<file path="src/rtl/radix2_seq_divider.sv">
// Radix-2 restoring sequential divider.
// It produces one quotient bit per clock. Signed division runs on operand
// magnitudes, and a sign correction is applied in a final fix-up cycle.
// The handshake is start/busy/done. Results are held until the next done.
module radix2_seq_divider #(
  parameter int WIDTH = 32
) (
  input  logic             clk,
  input  logic             rst_n,
  input  logic             start,
  input  logic             signed_op,
  input  logic [WIDTH-1:0] dividend,
  input  logic [WIDTH-1:0] divisor,
  output logic             busy,
  output logic             done,
  output logic [WIDTH-1:0] quotient,
  output logic [WIDTH-1:0] remainder,
  output logic             div_by_zero
);

  localparam int CW = $clog2(WIDTH) + 1;

  localparam logic [1:0] ST_IDLE = 2'd0;
  localparam logic [1:0] ST_ITER = 2'd1;
  localparam logic [1:0] ST_FIX  = 2'd2;

  localparam logic [CW-1:0]    CNT_LAST = CW'(WIDTH - 1);
  localparam logic [CW-1:0]    CNT_ONE  = {{(CW-1){1'b0}}, 1'b1};
  localparam logic [WIDTH-1:0] ONE_W    = {{(WIDTH-1){1'b0}}, 1'b1};
  localparam logic [WIDTH-1:0] ZERO_W   = {WIDTH{1'b0}};
  localparam logic [WIDTH-1:0] ONES_W   = {WIDTH{1'b1}};

  // Two's-complement negation of a WIDTH-bit value
  function automatic logic [WIDTH-1:0] neg_val(input logic [WIDTH-1:0] v);
    return ~v + ONE_W;
  endfunction

  // Magnitude of v when it is a negative signed operand; otherwise v is returned unchanged.
  // -2^(WIDTH-1) maps to 2^(WIDTH-1), which is still exact as an unsigned value.
  function automatic logic [WIDTH-1:0] mag_val(input logic [WIDTH-1:0] v, input logic is_signed);
    return (is_signed && v[WIDTH-1]) ? neg_val(v) : v;
  endfunction

  logic [1:0]       state_q, state_d;
  logic [CW-1:0]    cnt_q, cnt_d;
  logic [WIDTH-1:0] rem_q, rem_d;
  logic [WIDTH-1:0] quo_q, quo_d;
  logic [WIDTH-1:0] dvs_q, dvs_d;
  logic             qneg_q, qneg_d;
  logic             rneg_q, rneg_d;
  logic             dz_pend_q, dz_pend_d;
  logic [WIDTH-1:0] quotient_q, quotient_d;
  logic [WIDTH-1:0] remainder_q, remainder_d;
  logic             dbz_q, dbz_d;
  logic             done_q, done_d;
  logic             busy_q, busy_d;

  logic [WIDTH:0]   shifted_s;
  logic [WIDTH:0]   diff_s;

  // One restoring step. Shift the partial remainder left and trial-subtract the divisor magnitude.
  always_comb begin
    shifted_s = {rem_q, quo_q[WIDTH-1]};
    diff_s    = shifted_s - {1'b0, dvs_q};
  end

  // Next-state logic for the FSM, the datapath registers and the output registers
  always_comb begin
    state_d     = state_q;
    cnt_d       = cnt_q;
    rem_d       = rem_q;
    quo_d       = quo_q;
    dvs_d       = dvs_q;
    qneg_d      = qneg_q;
    rneg_d      = rneg_q;
    dz_pend_d   = dz_pend_q;
    quotient_d  = quotient_q;
    remainder_d = remainder_q;
    dbz_d       = dbz_q;
    done_d      = 1'b0;
    busy_d      = busy_q;

    case (state_q)
      ST_IDLE: begin
        if (start && !busy_q) begin
          busy_d    = 1'b1;
          cnt_d     = {CW{1'b0}};
          dvs_d     = mag_val(divisor, signed_op);
          if (divisor == ZERO_W) begin
            // Divide by zero: the fixed results pass through FIX without correction
            rem_d     = dividend;
            quo_d     = ONES_W;
            qneg_d    = 1'b0;
            rneg_d    = 1'b0;
            dz_pend_d = 1'b1;
            state_d   = ST_FIX;
          end else begin
            rem_d     = ZERO_W;
            quo_d     = mag_val(dividend, signed_op);
            qneg_d    = signed_op & (dividend[WIDTH-1] ^ divisor[WIDTH-1]);
            rneg_d    = signed_op & dividend[WIDTH-1];
            dz_pend_d = 1'b0;
            state_d   = ST_ITER;
          end
        end else if (done_q) begin
          // busy stays high through the done cycle and drops on the following edge
          busy_d = 1'b0;
        end else begin
          busy_d = busy_q;
        end
      end
      ST_ITER: begin
        if (!diff_s[WIDTH]) begin
          rem_d = diff_s[WIDTH-1:0];
          quo_d = {quo_q[WIDTH-2:0], 1'b1};
        end else begin
          rem_d = shifted_s[WIDTH-1:0];
          quo_d = {quo_q[WIDTH-2:0], 1'b0};
        end
        cnt_d = cnt_q + CNT_ONE;
        if (cnt_q == CNT_LAST) begin
          state_d = ST_FIX;
        end else begin
          state_d = ST_ITER;
        end
      end
      ST_FIX: begin
        quotient_d  = qneg_q ? neg_val(quo_q) : quo_q;
        remainder_d = rneg_q ? neg_val(rem_q) : rem_q;
        dbz_d       = dz_pend_q;
        done_d      = 1'b1;
        state_d     = ST_IDLE;
      end
      default: begin
        state_d = ST_IDLE;
        busy_d  = 1'b0;
      end
    endcase
  end

  // State and datapath registers, cleared asynchronously so that a reset aborts any operation
  always_ff @(posedge clk or negedge rst_n) begin
    if (!rst_n) begin
      state_q     <= ST_IDLE;
      cnt_q       <= {CW{1'b0}};
      rem_q       <= ZERO_W;
      quo_q       <= ZERO_W;
      dvs_q       <= ZERO_W;
      qneg_q      <= 1'b0;
      rneg_q      <= 1'b0;
      dz_pend_q   <= 1'b0;
      quotient_q  <= ZERO_W;
      remainder_q <= ZERO_W;
      dbz_q       <= 1'b0;
      done_q      <= 1'b0;
      busy_q      <= 1'b0;
    end else begin
      state_q     <= state_d;
      cnt_q       <= cnt_d;
      rem_q       <= rem_d;
      quo_q       <= quo_d;
      dvs_q       <= dvs_d;
      qneg_q      <= qneg_d;
      rneg_q      <= rneg_d;
      dz_pend_q   <= dz_pend_d;
      quotient_q  <= quotient_d;
      remainder_q <= remainder_d;
      dbz_q       <= dbz_d;
      done_q      <= done_d;
      busy_q      <= busy_d;
    end
  end

  assign busy        = busy_q;
  assign done        = done_q;
  assign quotient    = quotient_q;
  assign remainder   = remainder_q;
  assign div_by_zero = dbz_q;

endmodule

</file>
<file path="config.mk">
export PLATFORM = sky130hd
export DESIGN_NAME = radix2_seq_divider
export DESIGN_NICKNAME = d
export VERILOG_FILES = /design/src/rtl/radix2_seq_divider.sv
export SDC_FILE = /design/constraint.sdc
export NUM_CORES = 1
export LEC_CHECK = 0
export CORE_ASPECT_RATIO = 2
export CORE_MARGIN = 2
export CORE_UTILIZATION = 47
export DETAILED_ROUTE_END_ITERATION = 6
export GPL_ROUTABILITY_DRIVEN = 0
export PLACE_DENSITY_LB_ADDON = 0.15
export SLEW_MARGIN = 20
export SYNTH_ARGS = -nofsm -noshare
export SYNTH_HDL_FRONTEND = slang
export SYNTH_SLANG_ARGS = --single-unit
</file>
<file path="constraint.sdc">
create_clock -name clk -period 4.1 [get_ports clk]
set_clock_uncertainty 0.1 [all_clocks]
set_input_delay 0.82 -clock clk [delete_from_list [all_inputs] [get_ports clk]]
set_output_delay 0.82 -clock clk [all_outputs]
set_load 0.005 [all_outputs]
</file>
; Word-level counts from Yosys, hierarchy flattened
; Index checks and enable logic that the tools add are counted.
[word_totals]
regBits = 174
latchBits = 0
memories = 0
mem_bits_ro = 0
word_cells = 68
ram_bits = 0
in_bits = 68
[classes]
n_mux = 25
n_lt_le_gt_ge = 0
n_mul = 0
reduce_logical = 11
div_mod_pow = 0
shift = 0
add_sub_neg = 6
n_eq_ne = 5
n_bitwise = 8
[ops]
columns = op, n
row1 = $mux W32, 9
row2 = $add A32 B1 Y32 const B, 4
row3 = $not A32 Y32, 4
row4 = $pmux W32 S2, 2
row5 = $sub A33 B32 Y33, 1
row6 = $logic_not A32 Y1, 1
row7 = $pmux W6 S2, 1
row8 = $mux W1, 7
row9 = $add A6 B1 Y6 const B, 1
row10 = $eq A6 B5 Y1 const B, 1
row11 = $mux W2, 3
row12 = $mux W6, 1
row13 = $reduce_and A2 Y1, 3
row14 = $pmux W2 S2, 1
row15 = $logic_and A1 B1 Y1, 3
row16 = $ne A3 B3 Y1 const B, 1
row17 = $and A1 B1 Y1, 2
row18 = $eq A2 B1 Y1 const B, 1
row19 = $eq A2 B2 Y1 const B, 1
row20 = $logic_not A2 Y1, 1
row21 = $ne A2 B2 Y1 const B, 1
row22 = $pmux W1 S2, 1
row23 = $reduce_bool A2 Y1, 1
row24 = $reduce_or A2 Y1, 1
row25 = 3 further kinds, 3

; Logic depth before layout (Yosys ltp)
[logic_depth]
word_depth = 6
ltp_mapped = 14
depth_no_buf = 12

; Worst setup path before layout
; No wires, ideal clock.
[synth_path]
kind = input to register
from = input port divisor[7]
to = register rem_q[2]
t_required_ns = 3.918
setup_ns = 0.082
arrival_time_ns = 2.948
slack_ns = 0.970
n_path_buf = 3
stages = 11
cell_sequence = or4_1 > nor4_2 > and3b_1 > buf_2 > nand2_2 > or3_1 > buf_2 > nor2_8 > buf_4 > a21oi_1 > a31oi_1
[synth_via]
elab_chain_len = 4
[synth_rtl]
columns = element, line
row1 = "start, declared", 13  ; input logic [WIDTH-1:0] divisor,
row2 = $logic_not A32 Y1, 89  ; if (divisor == ZERO_W) begin
row3 = $mux W32, 89
row4 = $mux W32, 85  ; if (start && !busy_q) begin
row5 = $pmux W32 S2, 83  ; case (state_q)
row6 = "end signal, assigned", 160  ; rem_q <= rem_d;
row7 = "end, declared", 46  ; logic [WIDTH-1:0] rem_q, rem_d;
; Every way passes these cells. The select of a mux whose other input is x is not followed.
; A chain may end at the register's enable or synchronous reset.

; Worst setup path in the final report
[layout_path]
from = register rem_q[10]
to = register remainder_q[31], in the netlist remainder[31]
[layout_via]
elab_chain_len = 3
[layout_rtl]
columns = element, line
row1 = $not A32 Y32, 35  ; return ~v + ONE_W;
row2 = $add A32 B1 Y32, 35
row3 = $mux W32, 129  ; remainder_d = rneg_q ? neg_val(rem_q) : rem_q;
row4 = "end signal, assigned", 167  ; remainder_q <= remainder_d;
row5 = "end, declared", 53  ; logic [WIDTH-1:0] remainder_q, remainder_d;
; Every way passes these cells.

==> results.ini <==
[run_status]
outcome=completed

[finish]
final_cell_mix=a21oi_1 (187), nor2_1 (174), dfrtp_1 (174)
finish.utilization_pct=57.6
drive_gt1_share_pct=7.02
syn_to_final_growth_pct=20.5
nets=1648
fillCellCount=2349
final_common_cell=a21oi_1
diodes=0

[critical_path]
critPathKind=reg -> reg
critical_path.top_delay_family=simple AND/OR/NAND/NOR gates
cp.required_ps=4320
critPathLaunchType=register
cpPeakStageDelay_ps=610
critPathCaptureType=register
worst_path_max_delay_cell=or4_4
arrival_ps=3910
cp_cell_sequence=or4_4, nor4_4, nand2b_2, or3_4, nor4_1, nand2_1, o31ai_1, xor2_1, a21oi_1
crit_buf_inv=0
cp_max_fo=6

[routing]
dr_total_vias=10800
drcViolationCount=0
viasPerCell=5.76
drtPass1Iterations=6
drtIter0Drc=742
routed_wl_mm=35.2
routedWlPerCell_um=18.7
postRouteAntennaNets=0

[synthesis]
synth_cell_types=71
synth_edf_count=0
ys_warn_count=0
postSynthAreaPerCell_um2=8.21
synth-seq-cells=174
synthFlopType=dfrtp_1
ys_seq_area_share_pct=37.1
synth_async_sr_flop_share_pct=100
syn_inst=1428
syn_nets=1537
netlist_area_um2=11700

[grt]
grt_pass1_wl_mm=55.5
grt_use_total_pct=27.3
grt_pass1_vias=10700
grt_max_degree=79
antenna_found_initial=0
overflow=0

[cts]
htreeDepth=4
cts_buffers=17
cts_sinks=174
post_cts_buffers=0
cts_tree=built
ctsHoldBuffers=0
clockBufferDepth=2
clk_latency_ps=450
clk_pin_slew_worst_paths_ps=70
clock_tree.root_cell=clkbuf_16
cts_resized=0

[placed_design]
dpl.hpwl_mm=27.2
port_buffers=134

[floorplan]
die_area_um2=26300
initial_core_util_pct=47.8
row_count=81
fp.dieH_um=227
pin_count=135
core_um2=24500
chipWidth_um=116

[power]
p_sw_share_pct=46.9
ir_drop_uv=447
pwr-share-comb_pct=61.3
clkPwrFrac_pct=13.0
cellPowerDensity_nw_per_um2=940
p_switching_uw=6220
p_seq_share_pct=25.7
internal-power_uw=7050
p_leak_uw=0.00573

[sta]
timing.fmax_mhz=271
setup_viol=0
slew_headroom_pct=31.1
fin_setup_tns_ps=0
final_max_slew_viol_count=0
period_needed_ps=3690
finalCritPeriodShare_pct=90.1
worstMarginPinSlew_ps=1030
hold_viol=0
rsz0062_at_grt=no

[flow_run]
cap_viol_max_count=0

[hold_path]
min_path_type=in -> async

[final timing paths]
path,slack [ps],from,cells past startpoint,endpoint
worst min-delay path,270,rst_n,1,quotient[28]
max in group asynchronous,2760,rst_n,2,remainder[27]
worst min register to register,380,dvs_q[10],2,dvs_q[10]
min in group clk,380,dvs_q[10],2,dvs_q[10]
worst max-delay path,410,rem_q[10],9,remainder[31]
worst max register to register,410,rem_q[10],9,remainder[31]
[flip-flops by register name (all words and copies together), names as in the netlist]
| name | cells |
|---|---|
| busy | 1 |
| remainder | 32 |
| rneg_q | 1 |
| done | 1 |
| state_q | 2 |
| dvs_q | 32 |
| rem_q | 32 |
| quo_q | 32 |
| div_by_zero | 1 |
| qneg_q | 1 |
| quotient | 32 |
| dz_pend_q | 1 |
| cnt_q | 6 |
[through the flow]
step                std cells  hold WS (ps)  instance area, um2  power [uW]  setup slack, ps
finish                   1884           266               14100       13300              406
global route             1884           308               14100       14400             91.9
CTS                      1884           282               14100       13300              442
detailed placement       1852           370               13500       11500              162
global placement         1852           361               13500       11300              194
floorplan                1428           344               11700        8820              970
[area by class of cell]
cell class	instances	area [um2]	share of cell area, %
Multi-Input combinational cell	1117	6870	48.6
Clock inverter	14	178	1.26
Sequential cell	174	4350	30.8
Timing Repair Buffer	174	1670	11.8
Inverter	55	206	1.46
Clock buffer	18	439	3.11
Tap cell	332	415	2.94
[Yosys cell counts (4+ instances only)]
cell	instances	area share [%]
a31oi_1	21	1.1
o211ai_1	6	0.38
buf_2	11	0.47
mux2_2	9	0.86
clkbuf_1	64	2.0
nor2_1	174	5.6
or4_1	12	0.77
o41ai_1	15	1.1
nand2_1	129	4.1
nor3_1	19	0.81
nand4_1	10	0.53
a221oi_1	8	0.60
or3_4	4	0.38
nand2b_1	11	0.59
or3_1	19	1.0
and3_1	9	0.48
nand3_1	29	1.2
xor2_1	87	6.5
o21ai_0	122	5.2
inv_1	54	1.7
nor4_1	9	0.48
buf_1	5	0.16
o2111ai_1	4	0.30
o21a_1	7	0.45
nor2b_1	5	0.27
o31ai_1	31	2.0
or4_4	4	0.38
ha_1	40	4.3
and2_1	6	0.32
xnor2_1	60	4.5
dfrtp_1	174	37
mux2i_1	9	0.77
a21oi_1	187	8.0
o22ai_1	13	0.69
a21o_1	15	0.96
[metal layers]
layer	GRT usage, %	wire length (um)	up-vias
met5	0	0	-
met4	19.0	2620	0
met3	4.90	1580	115
met2	49.0	18200	356
met1	28.2	12700	5104
li1	-	-	5271
[logic make-up after synthesis]
| kind of cell | after synthesis | synth area share (%) |
|---|---|---|
| adder cells (fa/ha/maj) | 41 | 4.44 |
| multiplexers | 18 | 1.63 |
| AO/OA/AOI/OAI | 449 | 22.3 |
| flip-flops | 174 | 37.1 |
| AND/OR/NAND/NOR | 462 | 18.9 |
| buffers and inverters | 137 | 4.57 |
| XOR/XNOR | 147 | 11.0 |
[worst register-to-register path: stages (launching register included)]
cell and delay, ps:
dfrtp_1 470, or4_4 610, nor4_4 230, nand2b_2 200, or3_4 440, nor4_1 280, nand2_1 150, o31ai_1 540
xor2_1 430, a21oi_1 120
[power by group through the flow]
stage | Combinational, uW | Sequential [uW] | Clock (uW)
2_1_floorplan | 5610 | 3220 | 0
3_3_place_gp | 7940 | 3390 | 0
3_5_place_dp | 8070 | 3410 | 0
4_1_cts | 8110 | 3390 | 1760
5_1_grt | 9090 | 3510 | 1820
6_report | 8140 | 3410 | 1730
No activity file was read; power rests on OpenSTA's default activity.
